[src/rtl/cuckoo_probe_sequencer.sv]
// Cuckoo page-table lookup sequencer: walks hash ways, reads buckets, reports hit/miss.
// Optional macro HASH_PIPE_EN registers the hash before the bucket RAM address (3-cycle probe).
module cuckoo_probe_sequencer #(
    parameter int unsigned VPN_BITS  = 45,
    parameter int unsigned HASH_BITS = 32,
    parameter int unsigned IDX_BITS  = 10,
    parameter int unsigned NUM_WAYS  = 4
) (
    input  logic                clk,
    input  logic                reset,
    input  logic                req_valid,
    output logic                req_ready,
    input  logic [VPN_BITS-1:0] req_vpn,
    output logic [VPN_BITS-1:0] hash_vpn,
    output logic [1:0]          hash_id,
    input  logic [HASH_BITS-1:0] hash_out,
    output logic                mem_rd_en,
    output logic [IDX_BITS-1:0] mem_rd_addr,
    input  logic [VPN_BITS:0]   mem_rd_data,
    output logic                resp_valid,
    input  logic                resp_ready,
    output logic                resp_hit,
    output logic [1:0]          resp_way,
    output logic [IDX_BITS-1:0] resp_index
);

`ifdef HASH_PIPE_EN
    typedef enum logic [2:0] {S_IDLE, S_HASH, S_HREG, S_CMP, S_RESP} state_t;
`else
    typedef enum logic [1:0] {S_IDLE, S_HASH, S_CMP, S_RESP} state_t;
`endif

    localparam logic [1:0] LAST_WAY = 2'(NUM_WAYS - 1);

    state_t              state_q, state_d;
    logic [VPN_BITS-1:0] vpn_q, vpn_d;
    logic [1:0]          way_q, way_d;
    logic [IDX_BITS-1:0] idx_q, idx_d;
    logic                hit_q, hit_d;
    logic [1:0]          rway_q, rway_d;
    logic [IDX_BITS-1:0] rindex_q, rindex_d;
    logic                tag_hit;
    logic                unused_hash;

`ifdef HASH_PIPE_EN
    logic [IDX_BITS-1:0] hash_q, hash_d;
`endif

    // Only the low IDX_BITS of the hash address the bucket table.
    assign unused_hash = ^hash_out;

    assign tag_hit    = mem_rd_data[VPN_BITS] && (mem_rd_data[VPN_BITS-1:0] == vpn_q);
    assign hash_vpn   = vpn_q;
    assign hash_id    = way_q;
    assign resp_valid = (state_q == S_RESP);
    assign resp_hit   = hit_q;
    assign resp_way   = rway_q;
    assign resp_index = rindex_q;

    always_ff @(posedge clk) begin
        if (reset) begin
            state_q  <= S_IDLE;
            vpn_q    <= '0;
            way_q    <= '0;
            idx_q    <= '0;
            hit_q    <= 1'b0;
            rway_q   <= '0;
            rindex_q <= '0;
`ifdef HASH_PIPE_EN
            hash_q   <= '0;
`endif
        end else begin
            state_q  <= state_d;
            vpn_q    <= vpn_d;
            way_q    <= way_d;
            idx_q    <= idx_d;
            hit_q    <= hit_d;
            rway_q   <= rway_d;
            rindex_q <= rindex_d;
`ifdef HASH_PIPE_EN
            hash_q   <= hash_d;
`endif
        end
    end

    always_comb begin
        state_d     = state_q;
        vpn_d       = vpn_q;
        way_d       = way_q;
        idx_d       = idx_q;
        hit_d       = hit_q;
        rway_d      = rway_q;
        rindex_d    = rindex_q;
        req_ready   = 1'b0;
        mem_rd_en   = 1'b0;
        mem_rd_addr = '0;
`ifdef HASH_PIPE_EN
        hash_d      = hash_q;
`endif
        case (state_q)
            S_IDLE: begin
                req_ready = 1'b1;
                if (req_valid) begin
                    vpn_d   = req_vpn;
                    way_d   = '0;
                    state_d = S_HASH;
                end
            end
            S_HASH: begin
`ifdef HASH_PIPE_EN
                hash_d      = hash_out[IDX_BITS-1:0];
                state_d     = S_HREG;
`else
                mem_rd_en   = 1'b1;
                mem_rd_addr = hash_out[IDX_BITS-1:0];
                idx_d       = hash_out[IDX_BITS-1:0];
                state_d     = S_CMP;
`endif
            end
`ifdef HASH_PIPE_EN
            S_HREG: begin
                mem_rd_en   = 1'b1;
                mem_rd_addr = hash_q;
                idx_d       = hash_q;
                state_d     = S_CMP;
            end
`endif
            S_CMP: begin
                if (tag_hit) begin
                    hit_d    = 1'b1;
                    rway_d   = way_q;
                    rindex_d = idx_q;
                    state_d  = S_RESP;
                end else if (way_q == LAST_WAY) begin
                    hit_d    = 1'b0;
                    rway_d   = '0;
                    rindex_d = idx_q;
                    state_d  = S_RESP;
                end else begin
                    way_d    = way_q + 2'd1;
                    state_d  = S_HASH;
                end
            end
            S_RESP: begin
                if (resp_ready) begin
                    state_d = S_IDLE;
                end
            end
            default: state_d = S_IDLE;
        endcase
    end

endmodule
[config.mk]
export PLATFORM = sky130hd
export DESIGN_NAME = cuckoo_probe_sequencer
export DESIGN_NICKNAME = d
export VERILOG_FILES = /design/src/rtl/cuckoo_probe_sequencer.sv
export SDC_FILE = /design/constraint.sdc
export NUM_CORES = 1
export LEC_CHECK = 0
export ABC_CLOCK_PERIOD_IN_PS = 3700
export CORE_ASPECT_RATIO = 1.2
export CORE_MARGIN = 2
export CORE_UTILIZATION = 41
export DETAILED_ROUTE_END_ITERATION = 10
export PLACE_DENSITY_LB_ADDON = 0.1
export SYNTH_ARGS = -nofsm -noshare
export SYNTH_HDL_FRONTEND = slang
export SYNTH_SLANG_ARGS = --single-unit
[constraint.sdc]
create_clock -name clk -period 3.7 [get_ports clk]
set_input_delay 0.555 -clock clk [delete_from_list [all_inputs] [get_ports clk]]
set_output_delay 0.555 -clock clk [all_outputs]
set_load 0.03 [all_outputs]
# Word level (Yosys, flattened, before mapping)
# Cells that the tools add are included.
# totals
ff_bits	72
in_bits	127
elab_cells	43
# op_classes
addsub	1
eq_ne	9
muxes	18
reduce_logical	8
# op_table
cell	count
$eq A45 B45 Y1	1
$mux W10	3
$mux W2	9
$pmux W2 S4	1
$eq A2 B2 Y1 const B	3
$ne A2 B2 Y1 const B	3
$reduce_and A2 Y1	3
$mux W1	4
$pmux W2 S2	1
$reduce_and A4 Y1	1
$reduce_bool A2 Y1	2
$add A2 B1 Y2 const B	1
$eq A2 B1 Y1 const B	1
$logic_not A2 Y1	1
$ne A2 B1 Y1 const B	1
$logic_and A1 B1 Y1	1

# Depth between registers and ports, before layout
# depth
depth_word	4
ltp_mapped	7

# Worst setup path after synthesis
# OpenSTA, ideal clock, no wires.
# synth_path
path_kind	input to register
start	input mem_rd_data[42]
end	register rindex_q[0] (netlist: resp_index[0])
setup_time_ns	0.072
t_arrival_ns	2.021
required_ns	3.628
slack_ns	1.607
path_stages	7
path_buffers	1
path_cell_list	nor2b_1 > a2111oi_1 > o2111ai_1 > nor4_2 > a32o_2 > buf_12 > mux2i_1
# synth_between
elab_chain_len	4
elab_cells_between_ends	5
classes_between	eq/ne: 1; mux: 1; reduce/logical: 3
# synth_rtl
item	line_no	source
start, declared	19	input logic [VPN_BITS:0] mem_rd_data,
$eq A45 B45 Y1 (*)	52	assign tag_hit = mem_rd_data[VPN_BITS] && (mem_rd_data[VPN_BITS-1:0] == vpn_q);
$logic_and A1 B1 Y1 (*)	52	
$reduce_bool A2 Y1 (no line)	n/a	
$reduce_and A2 Y1 (no line)	n/a	
end signal, assigned	79	rindex_q <= rindex_d;
end, declared	41	logic [IDX_BITS-1:0] rindex_q, rindex_d;
# Every way passes the cells marked *; elsewhere a longest branch is shown, timed or not.
# A chain may end at the register's enable or synchronous reset.

# Final worst setup path
# layout_path
start	register state_q[1]
end	output mem_rd_addr[3]
# layout_between
elab_chain_len	2
# layout_rtl
item	line_no	source
start, declared	35	state_t state_q, state_d;
start signal, assigned	73	state_q <= state_d;
$eq A2 B1 Y1	100	case (state_q)
$mux W10	100	
end, declared	18	output logic [IDX_BITS-1:0] mem_rd_addr,
# Every way passes these cells.

==> impl_summary.md <==
Outcome
The flow ran to the end, and the final reports show no timing, DRC or antenna violations.

Final layout
Of the cells placed in the final design, the portion with a size suffix greater than 1 is 0.04874. Measured on the finished design, the core utilization comes to 0.6707. The net count reported at finish is 718. The number of antenna diodes is 0. The final standard cell count with taps included and fillers excluded is 690. The number of filler instances in the final layout is 709. Once layout is done, the placed cells without fillers occupy 5378 um2. The layout overhead on the synthesized area is 61.34%.

CTS
CTS built an H-tree with a depth of 3. The clock drives 72 sinks. Clock tree synthesis inserted a total of 9 buffers. In this run, post-CTS repair resized a total of 0 instances. The number of buffers added to fix hold violations after cts is 0.

In this run the post-CTS setup repair buffer count came out at 0. Clock-pin slew was measured on the worst setup and hold paths at 80 ps. The number of buffers on the longest clock path is 2. The clock latency on the worst-skew pair is 350 ps. The buffer type at the clock tree root is sky130_fd_sc_hd__clkbuf_8.

TritonCTS built the clock tree.

Worst setup path
The endpoint identified for the worst register-to-register timing path is resp_index[0]$_SDFFE_PP0P_. The first element of the critical path is state_q[1]$_SDFFE_PP0P_. Walking the worst path, the cells encountered are nand2b_1 > buf_4 > inv_1 > nand2_1 > inv_1 > clkdlybuf4s50_1. The largest individual stage delay along the critical path comes from the cell sky130_fd_sc_hd__clkdlybuf4s50_1. Counting buffers and inverters, the worst setup path is 6 cells deep. The top fanout value on the critical path is 11. The beginning of the worst register-to-register path is hash_vpn[42]$_SDFFE_PP0P_. The data required time of the critical path is 3140 ps.

For flop-to-flop paths, the worst setup slack is 1360 ps. Among the stages of the critical path, the cell type that occurs most often is sky130_fd_sc_hd__inv_1. The critical path in this run is classified as reg -> out. Among cell families on the critical path, the largest total delay comes from buffers and inverters.

The critical path ends at mem_rd_addr[3]. The kind of start point of the critical path is a flop. Counting cells, the worst reg-to-reg path comes to 6. The endpoint class of the critical path is an output pin. The data arrival time of the critical path is 2220 ps. Counting both buffers and inverters, the worst setup path holds a total of 4. For this run, the slowest stage of the critical path takes 660 ps.

Power
The total chip power is 1.970 mW. The leakage power is 2.074 nW. The peak supply drop is 0.0002721 V.

The power density over the cells is 366.3 nW/um2.

STA
The worst pin sits at a relative slew slack of 0.3933. Setup slack closes at 925.8 ps. The clock period could shrink to 2774 ps. Setup repair after global routing left no endpoint under its margin. The highest achievable clock rate is 360.5 MHz. The setup TNS is 0 ps. The count of final max-slew check failures is 0. Of the available clock period, the critical path in the final layout requires 0.7498. The hold violation count in the final report is 0. Clock skew on the completed layout was measured at 9.755 ps. The worst hold slack across all endpoints is 456.7 ps. For the pin with the worst max-slew slack, the measured transition is 910.1 ps. Setup violations remaining at the end of the flow were counted as 0.

Routing
The number of nets with antenna violations after detailed routing is 0. The number of vias after detailed routing is 3367. Summed over all layers, the routed wires come to 10170 um.

After detailed routing, the average wire length per cell comes to 14.74 um. The count of unresolved DRC violations after routing is 0. The first-pass iteration count of the detailed router is 4. The number of vias per cell is 4.880. In this run, the number of DRC markers left after iteration 0 of detailed routing was 95.

Floorplanning
The die boundary height is 102.8 um. The die covers 8870 um2. The initial core utilization is 0.4157. The core outline area is 8018 um2. From left edge to right edge, the die measures 86.31 um. The initialized floorplan defines 36 standard-cell rows. 200 I/O pins were placed.

Global route
The via count of the first global-routing pass is 3223. In the global route stage, overall resource usage came out at 0.2296. The number of antenna violations at the first check in global routing came to 0. After global routing the overflow that remains totals 0. The first-pass GRT wire length is 15540 um. The pin count of the biggest net entering global routing is 49.

Synthesis
The commonest cells after synthesis are sky130_fd_sc_hd__nand2_1, sky130_fd_sc_hd__dfxtp_1, sky130_fd_sc_hd__a21oi_1, sky130_fd_sc_hd__nand2b_1, sky130_fd_sc_hd__inv_1. The number of distinct standard cells referenced by the synthesized netlist is 34. The synthesized design contains 0 enable-type register cells.

The number of instances in the synthesized netlist is 421. Of the post-synthesis cell area, the dominant cell type holds 0.4324. Among all flip-flop cells after synthesis, the most frequent one is sky130_fd_sc_hd__dfxtp_1. The cell type with the largest total area after synthesis is sky130_fd_sc_hd__dfxtp_1.

The part of the Yosys area used for sequential elements is 0.4324. In this run the cell area of the synthesized design comes to 3333 um2. After synthesis, the cell types taking the most area are sky130_fd_sc_hd__dfxtp_1, sky130_fd_sc_hd__nand2_1, sky130_fd_sc_hd__a21oi_1. By instance count, the leading cell after synthesis is sky130_fd_sc_hd__nand2_1. In this run, synthesis produced a sequential element count of 72.

The number of nets in the synthesized netlist is 549. The count of warnings emitted by yosys is 0. Of all flip-flops after synthesis, the portion carrying an async set or reset was 0.

A synthesized cell averages 7.917 um2.

Placement
Including well taps, the total number of placed cells is 674. The post-detailed-placement cell area is 5152 um2. The post-detailed-placement half-perimeter wirelength is 7857 um. OpenSTA, run right after detailed placement, puts the worst setup slack at 595.6 ps.

The port buffer count is 177. The last weighted congestion value of the routability-driven placer is 0.8073.

Run
Max-cap violations in this run came to 0.

Worst hold path
The worst hold path belongs to the class reg -> reg.
-- per-layer routing --
metal | up-vias | wire, um | track usage
met2 | 121 | 5155 | 0.4192
met3 | 17 | 914 | 0.07286
met5 | - | 0 | 0
met4 | 0 | 243 | 0.08774
met1 | 1521 | 3859 | 0.2475
li1 | 1708 | - | -
-- flip-flops by register name, summed over array words and instances, names as in the netlist --
register	count
resp_hit	1
resp_index	10
resp_way	2
hash_id	2
hash_vpn	45
idx_q	10
state_q	2
-- area by class of cell --
type,count,area (um2),area share
multi-input combinational,301,1705,0.3171
sequential,72,1441,0.2680
tap,95,118.9,0.02210
clock inverter,3,46.29,0.008609
clock buffer,13,178.9,0.03327
timing repair buffer,180,1789,0.3327
inverter,26,97.59,0.01815
-- where the power goes --
| group | internal, mW | leakage, nW | total [mW] | switching, mW |
|---|---|---|---|---|
| sequential | 0.814 | 0.588 | 0.851 | 0.0375 |
| clock | 0.388 | 0.112 | 0.681 | 0.293 |
| combinational | 0.225 | 1.37 | 0.438 | 0.213 |
| total | 1.43 | 2.07 | 1.97 | 0.544 |
-- worst min path at each step --
| stage | slack [ps] | start | to | depth (start not counted) |
|---|---|---|---|---|
| after floorplan | 440 | idx_q[0]$_SDFFE_PP0P_ | idx_q[0]$_SDFFE_PP0P_ | 2 |
| after detailed placement | 450 | idx_q[7]$_SDFFE_PP0P_ | idx_q[7]$_SDFFE_PP0P_ | 2 |
| after global placement | 440 | idx_q[7]$_SDFFE_PP0P_ | idx_q[7]$_SDFFE_PP0P_ | 2 |
| after CTS | 460 | idx_q[7]$_SDFFE_PP0P_ | idx_q[7]$_SDFFE_PP0P_ | 2 |
| final | 460 | idx_q[6]$_SDFFE_PP0P_ | idx_q[6]$_SDFFE_PP0P_ | 2 |
| after global routing | 480 | idx_q[5]$_SDFFE_PP0P_ | idx_q[5]$_SDFFE_PP0P_ | 2 |
-- layout by cell type, fill, tap and decap left out, drive strengths merged, types with 4 or more instances in the layout --
| cell | n |
|---|---|
| clkdlybuf4s50 | 176 |
| nand2 | 117 |
| dfxtp | 72 |
| a21oi | 61 |
| nand2b | 32 |
| inv | 27 |
| nor2b | 15 |
| xor2 | 13 |
| clkbuf | 13 |
| mux2i | 12 |
| xnor2 | 11 |
| nor2 | 6 |
| nor4 | 6 |
| o2111ai | 4 |
| buf | 4 |
-- worst reg2reg max path, stage by stage, from the launching register on --
cell                        delay (ps)
sky130_fd_sc_hd__dfxtp_1           390
sky130_fd_sc_hd__nor2b_1            70
sky130_fd_sc_hd__a2111oi_1         460
sky130_fd_sc_hd__o2111ai_1         220
sky130_fd_sc_hd__nor4_2            380
sky130_fd_sc_hd__a32o_2            510
sky130_fd_sc_hd__mux2i_1           250
-- cell families after synthesis --
kind of cell	Yosys count	synth area share
simple gates	184	0.2575
compound gates	78	0.1415
flops	72	0.4324
buf+inv	48	0.05893
xor+xnor	24	0.06306
mux	14	0.04279
fa+ha+maj	1	0.003753
No activity file was read; power rests on OpenSTA's default activity.
==> patch, RTL diff (config.mk and constraints unchanged) <==
The 4 states of `state_t` get a Gray code encoding in 2 bits.
--- a/src/rtl/cuckoo_probe_sequencer.sv
+++ b/src/rtl/cuckoo_probe_sequencer.sv
@@ -27,7 +27,7 @@
 `ifdef HASH_PIPE_EN
     typedef enum logic [2:0] {S_IDLE, S_HASH, S_HREG, S_CMP, S_RESP} state_t;
 `else
-    typedef enum logic [1:0] {S_IDLE, S_HASH, S_CMP, S_RESP} state_t;
+    typedef enum logic [1:0] {S_IDLE = 2'b00, S_HASH = 2'b01, S_CMP = 2'b11, S_RESP = 2'b10} state_t;
 `endif
 
     localparam logic [1:0] LAST_WAY = 2'(NUM_WAYS - 1);
Check against the original RTL: same outputs for any inputs over 10 cycles, from zero or initial values and one cycle with reset high; not proved beyond that.
==> patch against the original RTL <==
Global-route usage increased by 0.11 points. Synthesized area fell by 2.3%. Maximum frequency decreased by 5.5%. Highest routed layer unchanged. Count of clock-buffer cells in the layout is 3 lower. Critical path type unchanged. Wire length fell by 2.4%. Worst setup slack got worse by 0.16 ns. Synthesized cell count is 5.2% lower. Hold slack about the same. Sequential cell count stayed put. Power grew 6.2%. Largest power group unchanged. Sequential share of layout area grew 0.37 points. Design area shrank 1.3%.
==> patch: results (changes against the original RTL) <==
[run_status]
outcome=finished clean

[logic_synthesis]
synth_top_area_share_pct=44.26  ; +1.0 points
async_flop_share_pct=0  ; unchanged
avgSynthCellArea_sq_um=8.163  ; +3.1%
ys_top_cells_by_area=dfxtp_1 44%, nand2_1 13%, xnor2_1 11%, a21oi_1 9.1%, nand4b_1 3.0%
synthTopCellsByCount=114 x nand2_1, 72 x dfxtp_1, 59 x a21oi_1
synth_fp_nets=527  ; -4.0%
seq_area_frac_synth_pct=44.26  ; +1.0 points
synth_cell_types=34  ; unchanged
yosysWarnings=0  ; unchanged

[critical_path]
slowest_stage=clkdlybuf4s50_1
critical_path.top_delay_family=buffers and inverters
reg2reg_from=hash_vpn[41]
path_max_fanout=12  ; +1
slowest_delay_ns=0.66  ; about the same
critPathLaunch=state_q[0]
cp.arrival_ns=2.38  ; +0.16 ns

[placed_design]
hpwlAfterDp_mm=7.284  ; -7.3%
io_buffers=177  ; unchanged
dp_cells=647  ; -4.0%
routabilityCongestion=0.8760  ; +8.5%
dp_slack_ns=0.9329  ; +0.3373 ns
placed_area_sq_um=5061  ; -1.8%

[pwr]
p_leak_nw=1.902  ; -8.3%
peakVddDrop_mv=0.2802  ; +3.0%
p_int_mw=1.510  ; +5.9%

[final_layout]
drive_gt1_share_pct=5.954  ; +1.1 points
diodes=0  ; unchanged
area_growth_pct=62.89
largest_reg_flops=45  ; unchanged
n_fill_cell=664  ; -6.3%
finalNetCount=694  ; -3.3%

[clocking]
cts_buffers=9  ; unchanged
post_cts_buffers=0  ; unchanged
clockBufferDepth=2  ; unchanged
clk_latency_ns=0.35  ; about the same
cts.htree.levels=3  ; unchanged
cts-resized-gates=0  ; unchanged
clkSlewWorstSetupHoldPaths_ns=0.08  ; about the same
cts_root_buffer=clkbuf_8

[run]
max_cap_violations=0  ; unchanged

[routing]
via_per_inst=4.991  ; +2.3%
routedWlPerCell_microns=14.97  ; +1.5%
finalWirelength_mm=9.925  ; -2.4%
drtPass1Iterations=4  ; unchanged
drtIter0Drc=91  ; -4.2%

[grt]
grt_antenna_before_repair=0  ; unchanged
grt_pass1_wl_mm=15.68  ; +0.93%
grt_max_degree=65  ; +33%
grtUsageTotal_pct=23.07  ; +0.11 points
grt_pass1_vias=3274  ; +1.6%

[hold_path]
worstHoldStart=idx_q[2]
hp-class=register to register

[sta]
worst_pin_slew_ns=1.056  ; +0.1458 ns
finClkSkew_ns=0.01001  ; +0.0002582 ns

patch: changes by cell type in the layout (fill, tap and decap cells not counted), sizes merged, moves of 10 or more:
cell    change
nor2b      -12
xor2       -12
inv        -11
mux2i      -12
xnor2      +30
nand4b     +11
nand2b     -20
o21ai      +10
patch: final timing paths:
check / endpoint / cells after the start / slack, ns
setup / recovery: mem_rd_addr[7] / 5 / 0.76
hold / removal: idx_q[2] / 2 / 0.46
setup reg to reg: state_q[1] / 6 / 1.58
hold reg to reg: idx_q[2] / 2 / 0.46
patch: power groups by stage:
stage | sequential [mW] | clock (mW) | combinational (mW)
floorplan | 0.929 | 0 | 0.181
finish | 0.854 | 0.761 | 0.477
detailed placement | 0.872 | 0 | 0.479
CTS | 0.854 | 0.775 | 0.481
global route | 0.861 | 0.804 | 0.514
global placement | 0.870 | 0 | 0.473
patch: area by class of cell:
class / count / share of cell area, %
multi-input combinational: 289 / 31.42
clock buffer: 10 / 2.406
sequential: 72 / 27.17
clock inverter: 6 / 2.193
timing repair buffer: 179 / 33.58
inverter: 15 / 1.061
tap: 92 / 2.170
patch: cell families (layout without fill, tap and decap cells):
| family | after synthesis | count (layout) | share of synthesized area [%] |
|---|---|---|---|
| simple gates | 170 | 170 | 25.70 |
| compound gates | 76 | 76 | 13.75 |
| flops | 72 | 72 | 44.26 |
| xor+xnor | 42 | 42 | 11.29 |
| buf+inv | 38 | 210 | 4.610 |
| fa+ha+maj | 1 | 1 | 0.3841 |
patch: layer usage:
metal  wire, microns  vias up  share of wire [%]  global-route usage [%]
li1                -     1650                  -                       -
met5               0        -                  0                       0
met2            4768      133                 48                   39.06
met1            4042     1511                 41                   27.41
met4             224        0                2.3                   8.913
met3             890       15                9.0                   7.090
